### config.mk
export PLATFORM = sky130hd
export DESIGN_NAME = turf_trig_source_arbiter
export DESIGN_NICKNAME = d
export VERILOG_FILES = /design/src/rtl/turf_trig_source_arbiter.sv
export SDC_FILE = /design/constraint.sdc
export NUM_CORES = 1
export LEC_CHECK = 0
export CAP_MARGIN = 20
export CORE_MARGIN = 1.5
export CORE_UTILIZATION = 59
export DETAILED_ROUTE_END_ITERATION = 6
export PLACE_DENSITY = 0.91
export SLEW_MARGIN = 30
export SYNTH_ARGS = -nofsm -noshare
export SYNTH_HDL_FRONTEND = slang
export SYNTH_SLANG_ARGS = --single-unit
### constraint.sdc
create_clock -name clk_i -period 2.6 [get_ports clk_i]
set_input_delay 0.52 -clock clk_i [delete_from_list [all_inputs] [get_ports clk_i]]
set_output_delay 0.52 -clock clk_i [all_outputs]
set_load 0.01 [all_outputs]
### src/rtl/turf_trig_source_arbiter.sv
// TURF trigger-source combiner.
// Synchronises the raw trigger sources and picks out their rising edges.
// Issues one accepted trigger with a source bitmap, then applies a holdoff.
// Keeps saturating per-source and lost-trigger counters for scaler readout.
//
// state   | meaning
// IDLE    | ready to accept a trigger
// HOLDOFF | dead time after an accepted trigger; any hit is counted as lost
module turf_trig_source_arbiter #(
  parameter int          NUM_SRC   = 4,
  parameter logic [15:0] SYNC_MASK = 16'h0002,
  parameter int          HOLDOFF_W = 16,
  parameter int          CNT_W     = 16,
  localparam int         SEL_W     = $clog2(NUM_SRC + 1)
) (
  input  logic                 clk_i,
  input  logic                 rst_n_i,
  input  logic [NUM_SRC-1:0]   src_i,
  input  logic [NUM_SRC-1:0]   en_i,
  input  logic [HOLDOFF_W-1:0] holdoff_i,
  input  logic                 busy_i,
  output logic                 trig_o,
  output logic [NUM_SRC-1:0]   trig_src_o,
  input  logic [SEL_W-1:0]     cnt_sel_i,
  output logic [CNT_W-1:0]     cnt_o,
  input  logic                 cnt_clr_i
);

  typedef enum logic {IDLE, HOLDOFF} state_t;

  state_t               state_q;
  logic [HOLDOFF_W-1:0] hcnt_q;
  logic                 trig_q;
  logic [NUM_SRC-1:0]   trig_src_q;
  logic [NUM_SRC-1:0]   sync1_q, sync2_q, prev_q;
  logic [NUM_SRC-1:0]   src_s, rise, hit;
  logic [NUM_SRC-1:0]   src_inc;
  logic                 lost_inc;
  logic [NUM_SRC:0]     inc;
  logic [CNT_W-1:0]     cnt_q [NUM_SRC+1];
  logic [CNT_W-1:0]     cnt_sel_d;
  logic [CNT_W-1:0]     cnt_o_q;

  // Synchroniser and previous-level flops reset high so a source already
  // high at reset release never looks like a fresh edge.
  always_ff @(posedge clk_i or negedge rst_n_i) begin
    if (!rst_n_i) begin
      sync1_q <= '1;
      sync2_q <= '1;
      prev_q  <= '1;
    end else begin
      sync1_q <= src_i;
      sync2_q <= sync1_q;
      prev_q  <= src_s;
    end
  end

  // Per-source level selection, edge detect and enable gating.
  always_comb begin
    src_s = '0;
    for (int k = 0; k < NUM_SRC; k++) begin
      src_s[k] = SYNC_MASK[k] ? sync2_q[k] : src_i[k];
    end
    rise = src_s & ~prev_q;
    hit  = rise & en_i;
  end

  // Accept/holdoff state machine with registered trigger outputs.
  always_ff @(posedge clk_i or negedge rst_n_i) begin
    if (!rst_n_i) begin
      state_q    <= IDLE;
      hcnt_q     <= '0;
      trig_q     <= 1'b0;
      trig_src_q <= '0;
    end else begin
      trig_q <= 1'b0;
      case (state_q)
        IDLE: begin
          if ((|hit) && !busy_i) begin
            trig_q     <= 1'b1;
            trig_src_q <= hit;
            hcnt_q     <= holdoff_i;
            if (holdoff_i != '0) state_q <= HOLDOFF;
          end
        end
        HOLDOFF: begin
          hcnt_q <= hcnt_q - 1'b1;
          if (hcnt_q == HOLDOFF_W'(1)) state_q <= IDLE;
        end
        default: state_q <= IDLE;
      endcase
    end
  end

  // Increment requests: accepted sources, plus one lost count per rejected cycle.
  always_comb begin
    src_inc  = '0;
    lost_inc = 1'b0;
    if (|hit) begin
      if (state_q == IDLE && !busy_i) src_inc  = hit;
      else                            lost_inc = 1'b1;
    end
    inc = {lost_inc, src_inc};
  end

  // Saturating counters; clear wins over a same-cycle increment.
  always_ff @(posedge clk_i or negedge rst_n_i) begin
    if (!rst_n_i) begin
      for (int k = 0; k <= NUM_SRC; k++) cnt_q[k] <= '0;
    end else begin
      for (int k = 0; k <= NUM_SRC; k++) begin
        if (cnt_clr_i)                     cnt_q[k] <= '0;
        else if (inc[k] && cnt_q[k] != '1) cnt_q[k] <= cnt_q[k] + 1'b1;
      end
    end
  end

  // Readout mux; out-of-range selects read as zero.
  always_comb begin
    cnt_sel_d = '0;
    for (int k = 0; k <= NUM_SRC; k++) begin
      if (cnt_sel_i == SEL_W'(k)) cnt_sel_d = cnt_q[k];
    end
  end

  // Registered counter readout.
  always_ff @(posedge clk_i or negedge rst_n_i) begin
    if (!rst_n_i) cnt_o_q <= '0;
    else          cnt_o_q <= cnt_sel_d;
  end

  assign trig_o     = trig_q;
  assign trig_src_o = trig_src_q;
  assign cnt_o      = cnt_o_q;

endmodule

==> results of run 1 <==
## layer usage
metal,track usage [%],vias to the layer above
met5,0,-
met4,18.5,0
met3,8.01,82
met2,54.2,315
met1,37.5,2808
li1,-,2554
## final cells by class
cell class	count	area, um^2
multi-input cells	499	3290
inverters	26	97.6
fillers	738	2960
clock inverters	7	87.6
clock buffers	24	480
flip-flops and latches	124	3110
well taps	140	175
repair buffers	73	693
## per-stage QoR
stage          area (um^2)  total power (uW)  hold slack (ps)  setup WS (ps)
3_5_place_dp          7360              2990              350           18.8
6_report              7930              5260             71.2            452
3_3_place_gp          7360              2940              346            124
5_1_grt               7930              5480              139            371
4_1_cts               7930              5280              111            473
2_1_floorplan         6610              2670              224            591
## critical path: cells and delay by family (launching register included)
kind                     cells  cell delay [ps]
AND/OR/NAND/NOR              4             1150
flip-flops                   1              430
adder cells (fa/ha/maj)      1              250
XOR/XNOR                     1              210
## power by group through the flow
stage	clock network, uW	logic (uW)	registers, uW
after floorplan	0	402	2270
after CTS	2290	713	2270
after global routing	2380	796	2300
after global placement	0	656	2290
final	2270	715	2280
after detailed placement	0	692	2300
## worst max-delay path by stage
stage | from | to | slack [ps] | cells past startpoint
2_1_floorplan | busy_i | cnt_q[47] | 590 | 6
3_3_place_gp | busy_i | cnt_q[47] | 120 | 6
3_5_place_dp | src_i[0] | cnt_q[9] | 20 | 7
4_1_cts | cnt_q[16] | cnt_q[17] | 470 | 6
5_1_grt | cnt_q[16] | cnt_q[20] | 370 | 6
6_report | cnt_q[16] | cnt_q[16] | 450 | 6
## kinds of logic (layout without fill, tap and decap cells)
| logic type | count (synthesis) | after routing | share of synthesized area (%) |
|---|---|---|---|
| AOI/OAI and AO/OA | 79 | 79 | 7.80 |
| xor gates and xnor gates | 67 | 67 | 8.88 |
| adders and majority gates | 7 | 7 | 1.33 |
| buffers and inverters | 54 | 130 | 3.18 |
| DFF | 124 | 124 | 47.1 |
| muxes | 22 | 22 | 6.38 |
| and+or+nand+nor | 324 | 324 | 25.3 |
## flip-flops by register name, indices dropped and copies added, names as in the netlist
signal / flops
cnt_o: 16
prev_q: 4
trig_o: 1
sync2_q: 1
sync1_q: 1
cnt_q: 80
state_q: 1
trig_src_o: 4
hcnt_q: 16
## synthesized netlist by cell type (4+ instances only)
master | number | area [um^2]
o211ai_1 | 10 | 75.1
nand2_1 | 61 | 229
mux2i_1 | 5 | 50.1
nor2_1 | 93 | 349
nand3_1 | 33 | 165
nand4_1 | 35 | 219
nor3_1 | 17 | 85.1
or2_2 | 4 | 25.0
clkbuf_1 | 20 | 75.1
buf_2 | 6 | 30.0
inv_1 | 26 | 97.6
dfstp_2 | 6 | 158
xor2_1 | 20 | 175
nor4_1 | 19 | 119
and4_1 | 6 | 52.6
or3_1 | 7 | 43.8
nor4_2 | 4 | 50.1
nand3b_1 | 4 | 30.0
a2111oi_0 | 4 | 35.0
o21ai_0 | 22 | 110
ha_1 | 7 | 87.6
and2_1 | 6 | 37.5
xnor2_1 | 47 | 412
mux4_2 | 16 | 360
a211oi_1 | 11 | 82.6
a21oi_1 | 17 | 85.1
dfrtp_1 | 118 | 2950
and3_1 | 8 | 50.1
==> run_results.csv, run 1 <==
group,metric,value,unit
grt,global_route.overflow_total,0,
power_and_ir_drop,switching_component_of_the_power,1380,uW
final_layout,antenna-diode-count,0,
critical_path,worst-r2r-setup-slack,450,ps
logic_synthesis,post_syn_area_per_cell,9.76,um^2
critical_path,path_class,"reg -> reg",
logic_synthesis,synth_fp_nets,715,
logic_synthesis,synthesis.area,6610,um^2
place,detailed_place_hpwl,11700,um
logic_synthesis,yosysWarningCount,0,
place,placement.io_buffers,51,
logic_synthesis,synth_seq_area_share,47.1,%
sta,final-hold-violation-count,0,
sta,clock-skew-final,8.37,ps
floorplanning,floorplan.initialDensity,60.7,%
routing,wl_met2,8640,um
clock_network,cts_num_sinks,124,
sta,setup_viol_count_final,0,
floorplanning,core,10900,um^2
floorplanning,die_y,109,um
worst_hold_path,min-delay-path-class,"in -> async",
grt,grt_pass1_wl,28800,um
place,dp.cells,862,
place,place.gp.congestion,0.915,
power_and_ir_drop,leakage_power_total,0.00310,uW
routing,drt_pre_antenna_iters,5,
critical_path,crit_path_start_kind,"flip-flop",
critical_path,critical_path_required,3020,ps
sta,timing.final.max_slew_violations,0,
routing,remaining_drc_errors,0,
power_and_ir_drop,internal_power,3880,uW
critical_path,timing.critical_path.cells,"ha_1 > nand4_1 > or4_1 > and2_1 > xnor2_1 > nor2_1",
routing,dr.max_layer_used,"met4",
floorplanning,core.rowCount,38,
floorplanning,pin_count,52,
routing,wire_per_inst,19.1,um
critical_path,worstRegToRegCells,6,
logic_synthesis,syn_inst,677,
power_and_ir_drop,share_clk_of_total_power,43.1,%
sta,timing.slew.headroom,49.8,%
routing,routed-wl-met3,1190,um
run_status,status,"finished, final reports clean",
logic_synthesis,netlist-cell-type-count,53,
routing,via_count,5759,
floorplanning,chipWidth,109,um
routing,drt-met1-wl,6490,um
critical_path,timing.rr.start,"cnt_q[16]",
power_and_ir_drop,switching_power_share_of_the_total,26.3,%
clock_network,clk_pin_slew_worst_paths,60,ps
critical_path,critical_path.slowest_cell,"or4_1",
clock_network,clock_latency_at_the_later_pin_of_the_worst_skew_pair,540,ps
critical_path,worst_ep_arrival_time,2570,ps
clock_network,ctsResizeCount,0,
power_and_ir_drop,power_frac_seq,43.3,%
critical_path,cp_max_fo,10,
routing,antenna_violating_nets_post_route,0,
power_and_ir_drop,vdd_ir_drop_max,0.525,mV
final_layout,layout.cells.non_filler,893,
routing,detailedRoute.firstIterationViolations,465,
final_layout,drive_above_1_share,11.7,%
routing,drt-total-wl,17100,um
sta,rsz0062_at_grt,"no",
logic_synthesis,synth_enable_flop_cells,0,
critical_path,timing.critical_path.slowest_cell_delay,700,ps
final_layout,layout.nets,779,
clock_network,ctsHtreeMaxLevel,4,
clock_network,cts_post_setup_buffers_inserted,0,
grt,antenna_violations_before_repair,0,
clock_network,cts_hold_buffers,0,
critical_path,rr_endpoint,"cnt_q[16]",
sta,post_route_setup_tns,0,ps
routing,vias_per_cell,6.45,
final_layout,finish.utilization,72.8,%
grt,pin_count_of_the_biggest_net_entering_global_routing,125,
clock_network,cts_made_buffers,17,
logic_synthesis,synth-main-ff-cell,"dfrtp_1",
sta,worstMarginPinSlew,754,ps
critical_path,cp_capture_type,"flip-flop",
grt,grtUsageTotal,32.2,%
final_layout,flow.area_growth_from_synthesis,20.0,%
clock_network,cts_buffer_depth,2,
logic_synthesis,ys_async_sr_fraction,100,%
grt,first_global_vias,5941,
clock_network,tritoncts,"yes",
logic_synthesis,ys_seq_elements,124,
sta,fmaxAchievable,466,MHz
job,max_cap_viol_count,0,
sta,finalWorstPathRequiredPeriod,2150,ps
final_layout,mostFrequentLayoutCells,"dfrtp_1 (118), nor2_1 (93), nand2_1 (61)",
clock_network,root_buffer,"clkbuf_8",
final_layout,final_common_cell,"dfrtp_1",
floorplanning,die-area,11800,um^2
sta,share_of_the_cycle_needed_by_the_critical_path_after_routing,82.6,%
power_and_ir_drop,power_density_over_cell_area,663,nW/um^2
power_and_ir_drop,share_comb_of_total_power,13.6,%
No activity file was read; power rests on OpenSTA's default activity.
==> run 2, diff against run 1 <==
- clock period: 2.6 -> 2.15 ns (I/O delays scaled with it)
==> run_results.csv, run 2 (same netlist as run 1, synthesis figures left out) <==
group,metric,value,unit
run_status,status,"finished, final reports clean",
worst_hold_path,holdCritStartpoint,"src_i[1]",
critical_path,crit_path_start_kind,"flip-flop",
final_layout,antenna-diode-count,0,
final_layout,mostFrequentLayoutCells,"dfrtp_1 (118), nor2_1 (92), nand2_1 (61)",
worst_hold_path,min_path_cells,1,
grt,grt_pass1_wl,30300,um
clock_network,cts_buffer_depth,2,
sta,finalWorstSetupSlack,64.0,ps
routing,via_count,6079,
critical_path,path_class,"reg -> reg",
clock_network,ctsHtreeMaxLevel,4,
routing,antenna_violating_nets_post_route,0,
sta,setup_viol_count_final,0,
sta,clock-skew-final,6.62,ps
critical_path,cp_capture_type,"flip-flop",
power_and_ir_drop,power_frac_seq,41.5,%
grt,antenna_violations_before_repair,0,
worst_hold_path,min-delay-path-class,"in -> reg",
final_layout,flow.area_growth_from_synthesis,24.9,%
sta,final-hold-violation-count,0,
worst_hold_path,hold_end,"sync1_q[1]",
final_layout,drive_above_1_share,15.5,%
critical_path,worst_ep_arrival_time,2500,ps
grt,pin_count_of_the_biggest_net_entering_global_routing,50,
power_and_ir_drop,switching_component_of_the_power,1700,uW
routing,vias_per_cell,6.59,
sta,timing.final.max_slew_violations,0,
place,detailed_place_hpwl,12300,um
sta,fmaxAchievable,479,MHz
critical_path,rr_endpoint,"cnt_q[58]",
critical_path,cp_max_fo,4,
floorplanning,core,10900,um^2
sta,finalWorstPathRequiredPeriod,2090,ps
clock_network,clk_pin_slew_worst_paths,60,ps
final_layout,final_common_cell,"dfrtp_1",
power_and_ir_drop,internal_power,4940,uW
power_and_ir_drop,share_clk_of_total_power,44.9,%
final_layout,largest_register,"cnt_q",
floorplanning,floorplan.initialDensity,60.7,%
critical_path,worstRegToRegCells,7,
grt,grtUsageTotal,33.9,%
power_and_ir_drop,leakage_power_total,0.00329,uW
final_layout,largest_register_ff_count,80,
critical_path,timing.rr.start,"sync2_q[1]",
place,placement.io_buffers,51,
clock_network,root_buffer,"clkbuf_8",
critical_path,worst-r2r-setup-slack,60,ps
routing,wire_per_inst,20.3,um
place,worst_setup_slack_before_clock_tree_synthesis,-292,ps
floorplanning,pin_count,52,
place,place.gp.congestion,0.934,
power_and_ir_drop,switching_power_share_of_the_total,25.6,%
floorplanning,die_y,109,um
power_and_ir_drop,vdd_ir_drop_max,0.740,mV
power_and_ir_drop,share_comb_of_total_power,13.6,%
routing,detailedRoute.firstIterationViolations,819,
clock_network,cts_num_sinks,124,
sta,share_of_the_cycle_needed_by_the_critical_path_after_routing,97.0,%
critical_path,timing.critical_path.cells,"nand3b_1 > buf_4 > nor4_1 > buf_4 > nand3_1 > xor2_1 > nor2_1",
routing,drt_pre_antenna_iters,7,
floorplanning,core.rowCount,38,
sta,worstMarginPinSlew,651,ps
clock_network,clock_latency_at_the_later_pin_of_the_worst_skew_pair,540,ps
critical_path,timing.critical_path.slowest_cell_delay,540,ps
routing,drt-total-wl,18800,um
power_and_ir_drop,power_density_over_cell_area,805,nW/um^2
job,max_cap_viol_count,0,
final_layout,finish.utilization,75.8,%
critical_path,critical_path.slowest_cell,"dfstp_2",
clock_network,cts_post_setup_buffers_inserted,0,
critical_path,critPathMostFrequentCell,"buf_4",
floorplanning,chipWidth,109,um
grt,first_global_vias,6078,
grt,global_route.overflow_total,0,
routing,remaining_drc_errors,0,
clock_network,cts_made_buffers,17,
floorplanning,die-area,11800,um^2
sta,timing.slew.headroom,56.6,%
critical_path,critical_path_required,2570,ps
final_layout,layout.nets,808,
clock_network,tritoncts,"yes",
[run 2: cell count changes in the layout (fill, tap and decap cells not counted), moves of 2 or more]
cell | previous run | this run
bufinv_16 | 2 | 4
buf_4 | 21 | 47
clkbuf_1 | 3 | 5
buf_12 | 2 | 4
a2111oi_0 | 4 | 2
[run 2: routing by layer]
metal,global-route usage (%),vias to the layer above,part of all wire (%)
met5,0,-,0
met4,20.6,0,5.8
met3,7.17,100,9.1
met2,56.9,441,49
met1,40.0,2920,36
li1,-,2618,-
[run 2: power groups by stage]
stage	Combinational [uW]	Sequential [uW]	Clock, uW
after global placement	842	2760	0
final	902	2760	2980
after CTS	900	2750	2990
after global routing	1010	2780	3090
after detailed placement	876	2770	0
after floorplan	486	2750	0
[run 2: repair_timing]
| action | in CTS | in global routing |
|---|---|---|
| gates resized for setup | 0 | 9 |
| setup endpoints to repair | 0 | 8 |
| hold buffers | 1 | 0 |
| hold endpoints to repair | 45 | 0 |
[run 2: how the worst max path moves through the flow]
stage / from / end
floorplan: busy_i / cnt_q[47]
CTS: cnt_q[55] / cnt_q[59]
finish: sync2_q[1] / cnt_q[58]
detailed placement: src_i[0] / cnt_q[6]
global route: sync2_q[1] / cnt_q[8]
global placement: src_i[0] / cnt_q[4]
[run 2: through the flow]
step,hold WS (ps),TNS (ps),cell area [um^2],power [uW],cells
2_1_floorplan,134,0,6610,3230,677
3_3_place_gp,345,-1380,7600,3600,890
3_5_place_dp,349,-6010,7600,3650,890
4_1_cts,290,0,8220,6640,923
5_1_grt,299,-45.4,8250,6880,923
6_report,296,0,8250,6640,923
[run 2: area by class of cell]
class	count	area [um^2]
multi-input combinational	499	3320
sequential	124	3110
fill	654	2630
timing repair buffer	102	938
clock buffer	25	474
tap	140	175
clock inverter	7	135
inverter	26	97.6
[run 2: worst max-delay path, delay by kind of cell, from the launching register on]
kind	cells	cell delay [ps]
XOR/XNOR	1	190
AND/OR/NAND/NOR	4	810
buffers and inverters	2	420
flip-flops	1	540
